**src/rtl/reg_demux_timeout.sv**
```systemverilog
// Register-interface demultiplexer: one upstream reg master fanned out to NPORTS slaves by
// base/mask decode, with a registered request, per-transaction timeout and an error counter.
module reg_demux_timeout #(
    parameter int AW      = 32,
    parameter int DW      = 32,
    parameter int NPORTS  = 4,
    parameter logic [NPORTS-1:0][AW-1:0] BASE_ADDR = '0,
    parameter logic [NPORTS-1:0][AW-1:0] ADDR_MASK = '0,
    parameter int TIMEOUT = 255,
    parameter int ERRW    = 8
) (
    input  logic                 clk_i,
    input  logic                 rst_i,
    input  logic                 s_valid_i,
    input  logic                 s_write_i,
    input  logic [DW/8-1:0]      s_wstrb_i,
    input  logic [AW-1:0]        s_addr_i,
    input  logic [DW-1:0]        s_wdata_i,
    output logic                 s_ready_o,
    output logic                 s_error_o,
    output logic [DW-1:0]        s_rdata_o,
    output logic [NPORTS-1:0]    m_valid_o,
    output logic                 m_write_o,
    output logic [DW/8-1:0]      m_wstrb_o,
    output logic [AW-1:0]        m_addr_o,
    output logic [DW-1:0]        m_wdata_o,
    input  logic [NPORTS-1:0]    m_ready_i,
    input  logic [NPORTS-1:0]    m_error_i,
    input  logic [NPORTS*DW-1:0] m_rdata_i,
    input  logic                 err_clr_i,
    output logic [ERRW-1:0]      err_cnt_o,
    output logic                 busy_o
);

    localparam int SW   = DW / 8;
    localparam int SELW = (NPORTS > 1) ? $clog2(NPORTS) : 1;
    localparam int TW   = $clog2(TIMEOUT + 2);
    localparam bit TO_EN = (TIMEOUT != 0);
    localparam logic [TW-1:0] TIMER_LAST = TW'((TIMEOUT > 0) ? (TIMEOUT - 1) : 0);

    typedef enum logic [1:0] {IDLE, FWD, RESP} state_t;

    state_t            state_reg, state_next;
    logic [SELW-1:0]   sel_reg, sel_next;
    logic              write_reg, write_next;
    logic [SW-1:0]     wstrb_reg, wstrb_next;
    logic [AW-1:0]     addr_reg, addr_next;
    logic [DW-1:0]     wdata_reg, wdata_next;
    logic [TW-1:0]     timer_reg, timer_next;
    logic              resp_err_reg, resp_err_next;
    logic [DW-1:0]     resp_rdata_reg, resp_rdata_next;
    logic [ERRW-1:0]   err_cnt_reg, err_cnt_next;

    logic [NPORTS-1:0] hit;
    logic              hit_any;
    logic [SELW-1:0]   hit_idx;
    logic [DW-1:0]     port_rdata [NPORTS];
    logic              timeout_hit;

    // Decode is done on the live request so the hit port is known when the request is registered.
    generate
        for (genvar gi = 0; gi < NPORTS; gi++) begin : g_port
            assign hit[gi]        = ((s_addr_i & ADDR_MASK[gi]) == BASE_ADDR[gi]);
            assign port_rdata[gi] = m_rdata_i[gi*DW +: DW];
            assign m_valid_o[gi]  = (state_reg == FWD) && (sel_reg == SELW'(gi));
        end
    endgenerate

    always_comb begin
        hit_any = 1'b0;
        hit_idx = '0;
        for (int i = NPORTS - 1; i >= 0; i--) begin
            if (hit[i]) begin
                hit_any = 1'b1;
                hit_idx = SELW'(i);
            end
        end
    end

    assign timeout_hit = TO_EN && (timer_reg == TIMER_LAST);

    always_comb begin
        state_next      = state_reg;
        sel_next        = sel_reg;
        write_next      = write_reg;
        wstrb_next      = wstrb_reg;
        addr_next       = addr_reg;
        wdata_next      = wdata_reg;
        timer_next      = timer_reg;
        resp_err_next   = resp_err_reg;
        resp_rdata_next = resp_rdata_reg;
        case (state_reg)
            IDLE: begin
                if (s_valid_i) begin
                    write_next = s_write_i;
                    wstrb_next = s_wstrb_i;
                    addr_next  = s_addr_i;
                    wdata_next = s_wdata_i;
                    timer_next = '0;
                    if (hit_any) begin
                        sel_next   = hit_idx;
                        state_next = FWD;
                    end else begin
                        resp_err_next   = 1'b1;
                        resp_rdata_next = '0;
                        state_next      = RESP;
                    end
                end
            end
            FWD: begin
                timer_next = timer_reg + 1'b1;
                // A slave response in the expiry cycle takes precedence over the timeout.
                if (m_ready_i[sel_reg]) begin
                    resp_err_next   = m_error_i[sel_reg];
                    resp_rdata_next = (write_reg || m_error_i[sel_reg]) ? '0 : port_rdata[sel_reg];
                    state_next      = RESP;
                end else if (timeout_hit) begin
                    resp_err_next   = 1'b1;
                    resp_rdata_next = '0;
                    state_next      = RESP;
                end
            end
            RESP:    state_next = IDLE;
            default: state_next = IDLE;
        endcase
    end

    always_comb begin
        err_cnt_next = err_cnt_reg;
        if (err_clr_i) begin
            err_cnt_next = '0;
        end else if ((state_reg == RESP) && resp_err_reg && (err_cnt_reg != '1)) begin
            err_cnt_next = err_cnt_reg + 1'b1;
        end
    end

    always_ff @(posedge clk_i) begin
        if (rst_i) begin
            state_reg      <= IDLE;
            sel_reg        <= '0;
            write_reg      <= 1'b0;
            wstrb_reg      <= '0;
            addr_reg       <= '0;
            wdata_reg      <= '0;
            timer_reg      <= '0;
            resp_err_reg   <= 1'b0;
            resp_rdata_reg <= '0;
            err_cnt_reg    <= '0;
        end else begin
            state_reg      <= state_next;
            sel_reg        <= sel_next;
            write_reg      <= write_next;
            wstrb_reg      <= wstrb_next;
            addr_reg       <= addr_next;
            wdata_reg      <= wdata_next;
            timer_reg      <= timer_next;
            resp_err_reg   <= resp_err_next;
            resp_rdata_reg <= resp_rdata_next;
            err_cnt_reg    <= err_cnt_next;
        end
    end

    assign s_ready_o = (state_reg == RESP);
    assign s_error_o = s_ready_o & resp_err_reg;
    assign s_rdata_o = s_ready_o ? resp_rdata_reg : '0;
    assign m_write_o = write_reg;
    assign m_wstrb_o = wstrb_reg;
    assign m_addr_o  = addr_reg;
    assign m_wdata_o = wdata_reg;
    assign err_cnt_o = err_cnt_reg;
    assign busy_o    = (state_reg != IDLE);

endmodule

```
**config.mk**
```make
export PLATFORM = sky130hd
export DESIGN_NAME = reg_demux_timeout
export DESIGN_NICKNAME = d
export VERILOG_FILES = /design/src/rtl/reg_demux_timeout.sv
export SDC_FILE = /design/constraint.sdc
export NUM_CORES = 1
export LEC_CHECK = 0
export ABC_AREA = 1
export BUFFER_PORTS_ARGS = -buffer_cell sky130_fd_sc_hd__buf_2
export CAP_MARGIN = 20
export CORE_ASPECT_RATIO = 0.7
export CORE_MARGIN = 2
export CORE_UTILIZATION = 35
export DETAILED_ROUTE_END_ITERATION = 8
export HOLD_SLACK_MARGIN = 0.12
export PLACE_DENSITY = 0.76
export SYNTH_ARGS = -nofsm -noshare
export SYNTH_HDL_FRONTEND = slang
export SYNTH_SLANG_ARGS = --single-unit
```
**constraint.sdc**
```tcl
create_clock -name clk_i -period 2.2 [get_ports clk_i]
set_input_delay 0.22 -clock clk_i [delete_from_list [all_inputs] [get_ports clk_i]]
set_output_delay 0.22 -clock clk_i [all_outputs]
set_load 0.02 [all_outputs]
```
==> results.txt, run 1 <==
----------------------------------------------------
[Routing]
  Initial DRC count ... between 200 and 300
  Vias after detailed routing ... 5671
  DRT antenna net count ... 0
  Routed Wire Length ... approximately 16 mm
  Mean number of vias per cell ... 4.508
  Router iterations before antenna repair ... 5
  DRC viols ... 0
  Wire per inst ... 12.78 um

[Logic synthesis]
  Average cell area after synthesis ... 6.787 sq um
  Proportion of netlist area held by the largest area contributor ... 45.88%
  Dominant cell type by area after synthesis ... sky130_fd_sc_hd__dfxtp_1
  Total of warnings raised by yosys ... 0
  Post-synthesis sequential area ratio ... 45.88%
  Netlist area before placement ... 0.005280 sq mm
  Top post-synthesis cells by area ... sky130_fd_sc_hd__dfxtp_1, sky130_fd_sc_hd__nor2_1, sky130_fd_sc_hd__nand2_1
  Synthesized instance count ... 778
  Distinct cell type count after synthesis ... 28
  Fraction of registers with async set/reset ... 0%
  Top_reg_cell synth ... sky130_fd_sc_hd__dfxtp_1
  Number of enable-type register cells in the synthesized netlist ... 0
  Synthesis-stage register bit count ... 121

[Timing]
  Post-layout minimum cycle time ... around 1.9 ns
  Worst Tran Pin Value ... ~0.56 ns
  Max Clock Freq ... 0.5129 GHz
  Final hold violation count ... 0
  Final Hold Slack ... about 0.13 ns
  Setup repair after global routing missed its margin ... false
  Final worst setup slack ... between 0.2 and 0.3 ns
  Period utilisation layout ... 88.62%
  Tightest slew margin relative to the limit ... 62.83%
  Total Negative Setup Slacks ... 0 ns
  Clk_skew ... 0.01131 ns
  Max-slew violation total from the final report ... 0
  Setup violation total in the final timing report ... 0

[Cells and area]
  Fraction of final layout cells with drive strength greater than 1 ... 26.25%
  Final Instance Area ... approximately 0.008 sq mm
  Net count, final ... 1262
  Post-layout instance count excluding filler cells ... between 1000 and 1500
  Area added between synthesis and finish ... 47.70%
  Diode count ... 0

[Floorplanning]
  Total Die Area ... 0.01610 sq mm
  Die Span X ... 150.8 um
  # rows ... 37
  Placeable core region ... 0.01472 sq mm
  Num ports ... 325
  Die height ... between 100 and 150 um
  Initial standard-cell utilization of the core ... 35.87%

[Worst setup path]
  Critical Path Start Type ... flop
  Cell family with most CP delay ... buffers and inverters
  Maximum fanout along the worst path ... 21
  Worst endpoint required time ... about 2.0 ns
  Endpoint type of the worst setup path ... output pin
  Total buffers and inverters traversed by the critical path ... 2
  CP Cell Sequence ... nand2_2 > buf_4 > nor2_1 > buf_2
  Path length in cells of the critical path ... 4
  Max incr delay on CP ... 0.41 ns
  Arrival time of data at the critical path endpoint ... about 1.7 ns
  Slowest cell on the critical path ... sky130_fd_sc_hd__dfxtp_1
  Number of cell instances on the worst register-to-register path ... 9
  Crit Path Class ... reg2out

[Placement]
  Sum of net half-perimeters after detailed placement ... 10.44 mm
  Count of input and output buffers ... 219
  Post-Place Cell Area ... 0.006513 sq mm
  Place WS ... 0.6011 ns
  # placed instances ... 1158
  Weighted congestion reported at the end of routability-driven placement ... 0.8392

[CTS]
  Maximum level of the CTS H-tree ... 4
  Clock transition at the registers of the reported paths ... about 0.050 ns
  TritonCTS clock tree ... done
  Clock buffer depth ... 2
  CTS Sinks ... around 120
  Skew-Pair Late Insertion Delay ... 0.40 ns
  Buffer count from post-CTS setup fixing ... 0
  Clk Tree Root Cell ... sky130_fd_sc_hd__clkbuf_16
  Num CTS Buffers ... 17

[GRT]
  Initial antenna violation count ... 0
  Grt met3 use ... ~4.3%
  Wire length of the first global-routing pass ... roughly 25 mm
  Vias in the first global route ... between 5000 and 6000
  Global routing usage on met2 ... 34.12%
  Total congestion overflow after global routing ... 0
  GRT Total Usage ... between 10% and 20%
  Most used routing layer in global routing ... met2
  Maximum number of pins on one net before global-route repair ... 69
  GR met1 Demand/Resource ... 23.75%

[Worst hold path]
  Cell depth of the worst hold path ... 3
  Hold/Removal Path Class ... in2reg

[Power]
  Max VDD drop ... 0.5016 mV
  Leakage ... 3.893 nW
  P per Cell Area ... roughly 780 mW/mm^2

[Run]
  Max cap viols ... 0

[Run status]
  Status ... completed

----------------------------------------------------
-- worst min-delay path: stages --
cell	delay [ns]
sky130_fd_sc_hd__buf_2	0.08
sky130_fd_sc_hd__o21ai_0	0.10
sky130_fd_sc_hd__nor2_1	0.09
-- area by class of cell --
type                    instances  area [sq um]
multi-input cells             522          2288
well taps                     195         244.0
fillers                      1472          6923
clock inverters                12         148.9
repair buffers                299          1904
inverters                      89         334.1
clock buffers                  20         456.7
flip-flops and latches        121          2422
-- kinds of logic (layout without fill, tap and decap cells) --
family          after synthesis  after routing  share of synthesized area, %
flops                       121            121                         45.88
buf+inv                     137            420                         10.92
simple gates                423            423                         33.27
compound gates               90             90                         8.650
xor+xnor                      3              3                        0.4977
other cells                   1              3                       0.07102
fa+ha+maj                     3              3                        0.7110
-- metrics by stage --
step | power [W] | util, %
4_1_cts | 0.006191 | 52.97
3_3_place_gp | 0.003217 | 44.24
5_1_grt | 0.006405 | 52.97
2_1_floorplan | 0.002928 | -
6_report | 0.006117 | 52.97
3_5_place_dp | 0.003234 | 44.24
-- layer usage --
metal / vias to the layer above / part of all wire (%) / routed length (um)
met4: 0 / 1.5 / 239
li1: 2935 / - / -
met5: - / 0 / 0
met2: 165 / 48 / 7683
met1: 2557 / 45 / 7217
met3: 14 / 5.8 / 932
-- synthesized netlist by cell type, drive strengths merged (2+ instances only) --
cell type  number
a21oi          14
buf            32
clkbuf         16
dfxtp         121
ha              3
inv            88
nand2         118
nand3           9
nand4          34
nor2          259
nor3            2
o21ai          73
xor2            3
-- timing repair --
action | 4_1_cts | 5_1_grt
hold buffers | 68 | 0
gates resized for setup | 0 | 0
endpoints found under the hold margin | 69 | 0
-- final timing paths --
| kind | slack (ns) | startpoint | endpoint |
|---|---|---|---|
| worst max-delay path | 0.25 | state_reg[1] | s_rdata_o[20] |
| worst max register to register | 0.59 | timer_reg[0] | resp_rdata_reg[21] |
| worst min-delay path | 0.13 | s_wdata_i[14] | m_wdata_o[14] |
| worst min register to register | 0.47 | m_wdata_o[10] | m_wdata_o[10] |
-- where the power goes --
part	internal, W	switching (W)	leakage, nW	total (W)
logic	0.000353	0.000553	2.60	0.000906
clock network	0.00184	0.000994	0.300	0.00283
registers	0.00232	0.0000582	0.992	0.00238
-- layout by cell type, fill, tap and decap left out --
| cell type | n |
|---|---|
| sky130_fd_sc_hd__a211oi_1 | 1 |
| sky130_fd_sc_hd__a21oi_1 | 14 |
| sky130_fd_sc_hd__a22oi_1 | 1 |
| sky130_fd_sc_hd__buf_12 | 3 |
| sky130_fd_sc_hd__buf_2 | 219 |
| sky130_fd_sc_hd__buf_4 | 9 |
| sky130_fd_sc_hd__bufinv_16 | 3 |
| sky130_fd_sc_hd__clkbuf_1 | 1 |
| sky130_fd_sc_hd__clkbuf_16 | 17 |
| sky130_fd_sc_hd__clkbuf_8 | 2 |
| sky130_fd_sc_hd__clkinv_2 | 5 |
| sky130_fd_sc_hd__clkinv_4 | 3 |
| sky130_fd_sc_hd__clkinvlp_4 | 1 |
| sky130_fd_sc_hd__conb_1 | 3 |
| sky130_fd_sc_hd__dfxtp_1 | 121 |
| sky130_fd_sc_hd__dlygate4sd3_1 | 68 |
| sky130_fd_sc_hd__ha_1 | 3 |
| sky130_fd_sc_hd__inv_1 | 85 |
| sky130_fd_sc_hd__inv_2 | 4 |
| sky130_fd_sc_hd__nand2_1 | 112 |
| sky130_fd_sc_hd__nand2_2 | 3 |
| sky130_fd_sc_hd__nand2_4 | 3 |
| sky130_fd_sc_hd__nand3_1 | 8 |
| sky130_fd_sc_hd__nand3_2 | 1 |
| sky130_fd_sc_hd__nand4_1 | 34 |
| sky130_fd_sc_hd__nor2_1 | 254 |
| sky130_fd_sc_hd__nor2_2 | 1 |
| sky130_fd_sc_hd__nor2_4 | 4 |
| sky130_fd_sc_hd__nor3_1 | 2 |
| sky130_fd_sc_hd__o21ai_0 | 73 |
| sky130_fd_sc_hd__o22ai_1 | 1 |
| sky130_fd_sc_hd__or2_2 | 1 |
| sky130_fd_sc_hd__xor2_1 | 3 |
Power figures use the tool's default switching activity.
==> inputs of run 2 (changes only) <==
--- a/config.mk
+++ b/config.mk
@@ -8,7 +8,7 @@
 export ABC_AREA = 1
 export BUFFER_PORTS_ARGS = -buffer_cell sky130_fd_sc_hd__buf_2
 export CAP_MARGIN = 20
-export CORE_ASPECT_RATIO = 0.7
+export CORE_ASPECT_RATIO = 0.5
 export CORE_MARGIN = 2
 export CORE_UTILIZATION = 35
 export DETAILED_ROUTE_END_ITERATION = 8
==> run 2 against run 1 <==
Net effect: flip-flop and latch count did not move; sequential share of layout area up 0.22 points; final cell count increased by 0.16%; combinational power decreased by 0.4%; maximum frequency down 2.1%; register-to-register slack lost 0.04 ns; first-iteration DRC count grew 10%; die area rose by 0.27%; critical path type unchanged.
==> results.txt, run 2 (same netlist as run 1, synthesis figures left out) <==
----------------------------------------------------
[Run status]
  Status ... completed

[Timing]
  Max-slew violation total from the final report ... 0 (unchanged)
  Setup violation total in the final timing report ... 0 (unchanged)
  Final worst setup slack ... 0.2080 ns (-0.04244 ns)
  Total Negative Setup Slacks ... 0 ns (unchanged)
  Worst Tran Pin Value ... 0.5666 ns (+0.009796 ns)
  Max Clock Freq ... 0.5020 GHz (-2.1%)
  Final hold violation count ... 0 (unchanged)
  Clk_skew ... 0.008688 ns (-0.002623 ns)
  Period utilisation layout ... 90.55% (+1.9 points)
  Setup repair after global routing missed its margin ... false
  Tightest slew margin relative to the limit ... 62.09% (-0.73 points)
  Post-layout minimum cycle time ... 1.992 ns (+0.04244 ns)

[Power]
  Switching power summed over all nets ... 0.001622 W (+1.0%)
  Gate power share ... 15.2% (+0.4 points)
  Register share of total power ... 40.0% (+1.1 points)
  P per Cell Area ... 767.9 mW/mm^2 (-2.1%)
  Switching power share of the total ... 27.27% (+1.0 points)
  Power, Total ... 0.005947 W (-2.8%)
  Max VDD drop ... 0.5421 mV (+8.1%)
  Relative contribution of the clock network to total power ... 44.8% (-1.5 points)
  Leakage ... 3.849 nW (-1.1%)
  Internal power ... 0.004325 W (-4.1%)

[Worst setup path]
  CP Cell Sequence ... nand2_2 > buf_4 > nor2_1 > buf_2
  Crit Path Class ... reg2out
  Maximum fanout along the worst path ... 24 (+14%)
  Endpoint type of the worst setup path ... output pin
  Worst endpoint required time ... 1.98 ns (about the same)
  Slowest cell on the critical path ... sky130_fd_sc_hd__dfxtp_1
  Max incr delay on CP ... 0.42 ns (about the same)
  Arrival time of data at the critical path endpoint ... 1.77 ns (+0.04 ns)
  Critical Path Start Type ... flop
  Worst reg2reg setup slack ... 0.55 ns (-0.04 ns)

[Floorplanning]
  Num ports ... 325 (unchanged)
  Initial standard-cell utilization of the core ... 36.20% (+0.34 points)
  # rows ... 31 (-16%)
  Placeable core region ... 0.01458 sq mm (-0.93%)
  Die height ... 90.85 um (-15%)
  Total Die Area ... 0.01614 sq mm (+0.27%)
  Die Span X ... 177.7 um (+18%)

[GRT]
  Vias in the first global route ... 5507 (+5.9%)
  Total congestion overflow after global routing ... 0 (unchanged)
  Maximum number of pins on one net before global-route repair ... 109 (+58%)
  GRT Total Usage ... 19.45% (-0.031 points)
  Initial antenna violation count ... 1 (+1)
  Wire length of the first global-routing pass ... 25.59 mm (+2.6%)

[Run]
  Max cap viols ... 0 (unchanged)

[Routing]
  Routed Wire Length ... 15.99 mm (-0.50%)
  DRT antenna net count ... 0 (unchanged)
  Router iterations before antenna repair ... 5 (unchanged)
  Mean number of vias per cell ... 4.606 (+2.2%)
  DRC viols ... 0 (unchanged)
  Vias after detailed routing ... 5803 (+2.3%)
  Wire per inst ... 12.69 um (-0.66%)
  Initial DRC count ... 301 (+10%)

[Cells and area]
  Final Core Density ... 53.11% (+0.13 points)
  Post-layout instance count excluding filler cells ... 1260 (+0.16%)
  Sequential cell area ... 0.002422 sq mm (unchanged)
  Fraction of final layout cells with drive strength greater than 1 ... 25.82% (-0.42 points)
  Highest-count cells in the layout ignoring fill and taps ... sky130_fd_sc_hd__nor2_1, sky130_fd_sc_hd__buf_2, sky130_fd_sc_hd__dfxtp_1
  Area of combinational cells with multiple inputs ... 0.002288 sq mm (unchanged)
  Number of fill cells ... 1338 (-9.1%)
  Area added between synthesis and finish ... 46.68%
  Most common cell after layout, fill and taps aside ... sky130_fd_sc_hd__nor2_1
  Net count, final ... 1261 (-0.079%)

[Worst hold path]
  Hold/Removal Path Class ... in2reg

[CTS]
  Clk Tree Root Cell ... sky130_fd_sc_hd__clkbuf_16
  Num CTS Buffers ... 17 (unchanged)
  TritonCTS clock tree ... done
  Clock transition at the registers of the reported paths ... 0.06 ns (about the same)
  Hold buffer count at cts ... 70 (+2.9%)
  Clock buffer depth ... 2 (unchanged)
  Buffer count from post-CTS setup fixing ... 0 (unchanged)
  Total of cells resized after clock tree synthesis ... 0 (unchanged)
  CTS Sinks ... 121 (unchanged)
  Maximum level of the CTS H-tree ... 4 (unchanged)
  Skew-Pair Late Insertion Delay ... 0.40 ns (about the same)

[Placement]
  Count of input and output buffers ... 219 (unchanged)
  Sum of net half-perimeters after detailed placement ... 9.472 mm (-9.3%)
  Place WS ... 0.6157 ns (+0.01458 ns)
  Weighted congestion reported at the end of routability-driven placement ... 0.7847 (-6.5%)
  # placed instances ... 1158 (unchanged)

----------------------------------------------------
[run 2: cell count changes in the layout (fill, tap and decap cells not counted)]
cell,previous run,this run
sky130_fd_sc_hd__buf_12,3,2
sky130_fd_sc_hd__buf_4,9,7
sky130_fd_sc_hd__bufinv_16,3,2
sky130_fd_sc_hd__clkbuf_1,1,2
sky130_fd_sc_hd__clkbuf_8,2,0
sky130_fd_sc_hd__clkinv_2,5,4
sky130_fd_sc_hd__clkinv_4,3,1
sky130_fd_sc_hd__clkinvlp_4,1,4
sky130_fd_sc_hd__diode_2,0,1
sky130_fd_sc_hd__dlygate4sd3_1,68,70
sky130_fd_sc_hd__inv_6,0,1
[run 2: final cells by class]
| type | instances | share of cell area (%) |
|---|---|---|
| sequential | 121 | 31.28 |
| timing repair buffer | 298 | 24.39 |
| inverter | 89 | 4.313 |
| clock inverter | 12 | 1.648 |
| multi-input combinational | 522 | 29.55 |
| tap | 198 | 3.199 |
| clock buffer | 19 | 5.590 |
| antenna | 1 | 0.03231 |
[run 2: path summary, 6_finish.rpt]
kind                       from                  to  cells past startpoint
setup / recovery   state_reg[1]       s_rdata_o[17]                      4
setup reg to reg   state_reg[1]        m_addr_o[13]                      5
hold reg to reg       m_write_o           m_write_o                      2
hold / removal    m_rdata_i[16]  resp_rdata_reg[16]                      5
[run 2: through the flow]
stage          hold WS (ns)  cell area [sq um]
2_1_floorplan        0.3841               5288
3_3_place_gp         0.4534               6481
3_5_place_dp         0.4622               6481
4_1_cts              0.1349               7742
5_1_grt              0.1513               7745
6_report             0.1485               7745
[run 2: critical path: cells and delay by family (launching register included)]
| kind | cells | cell delay (ns) |
|---|---|---|
| AND/OR/NAND/NOR | 2 | 0.47 |
| buffers and inverters | 2 | 0.49 |
| flip-flops | 1 | 0.42 |
[run 2: routing by layer]
layer / vias up / track usage [%] / wire (um)
li1: 2937 / - / -
met1: 2608 / 21.78 / 6594
met2: 205 / 34.82 / 7974
met3: 53 / 3.704 / 814
met4: 0 / 10.45 / 608
met5: - / 0 / 0
[run 2: power groups by stage]
| stage | combinational [W] | sequential [W] | clock, W |
|---|---|---|---|
| finish | 0.000902 | 0.00238 | 0.00266 |
| floorplan | 0.000360 | 0.00257 | 0 |
| global route | 0.000985 | 0.00239 | 0.00282 |
| CTS | 0.000887 | 0.00238 | 0.00272 |
| detailed placement | 0.000788 | 0.00243 | 0 |
| global placement | 0.000776 | 0.00242 | 0 |
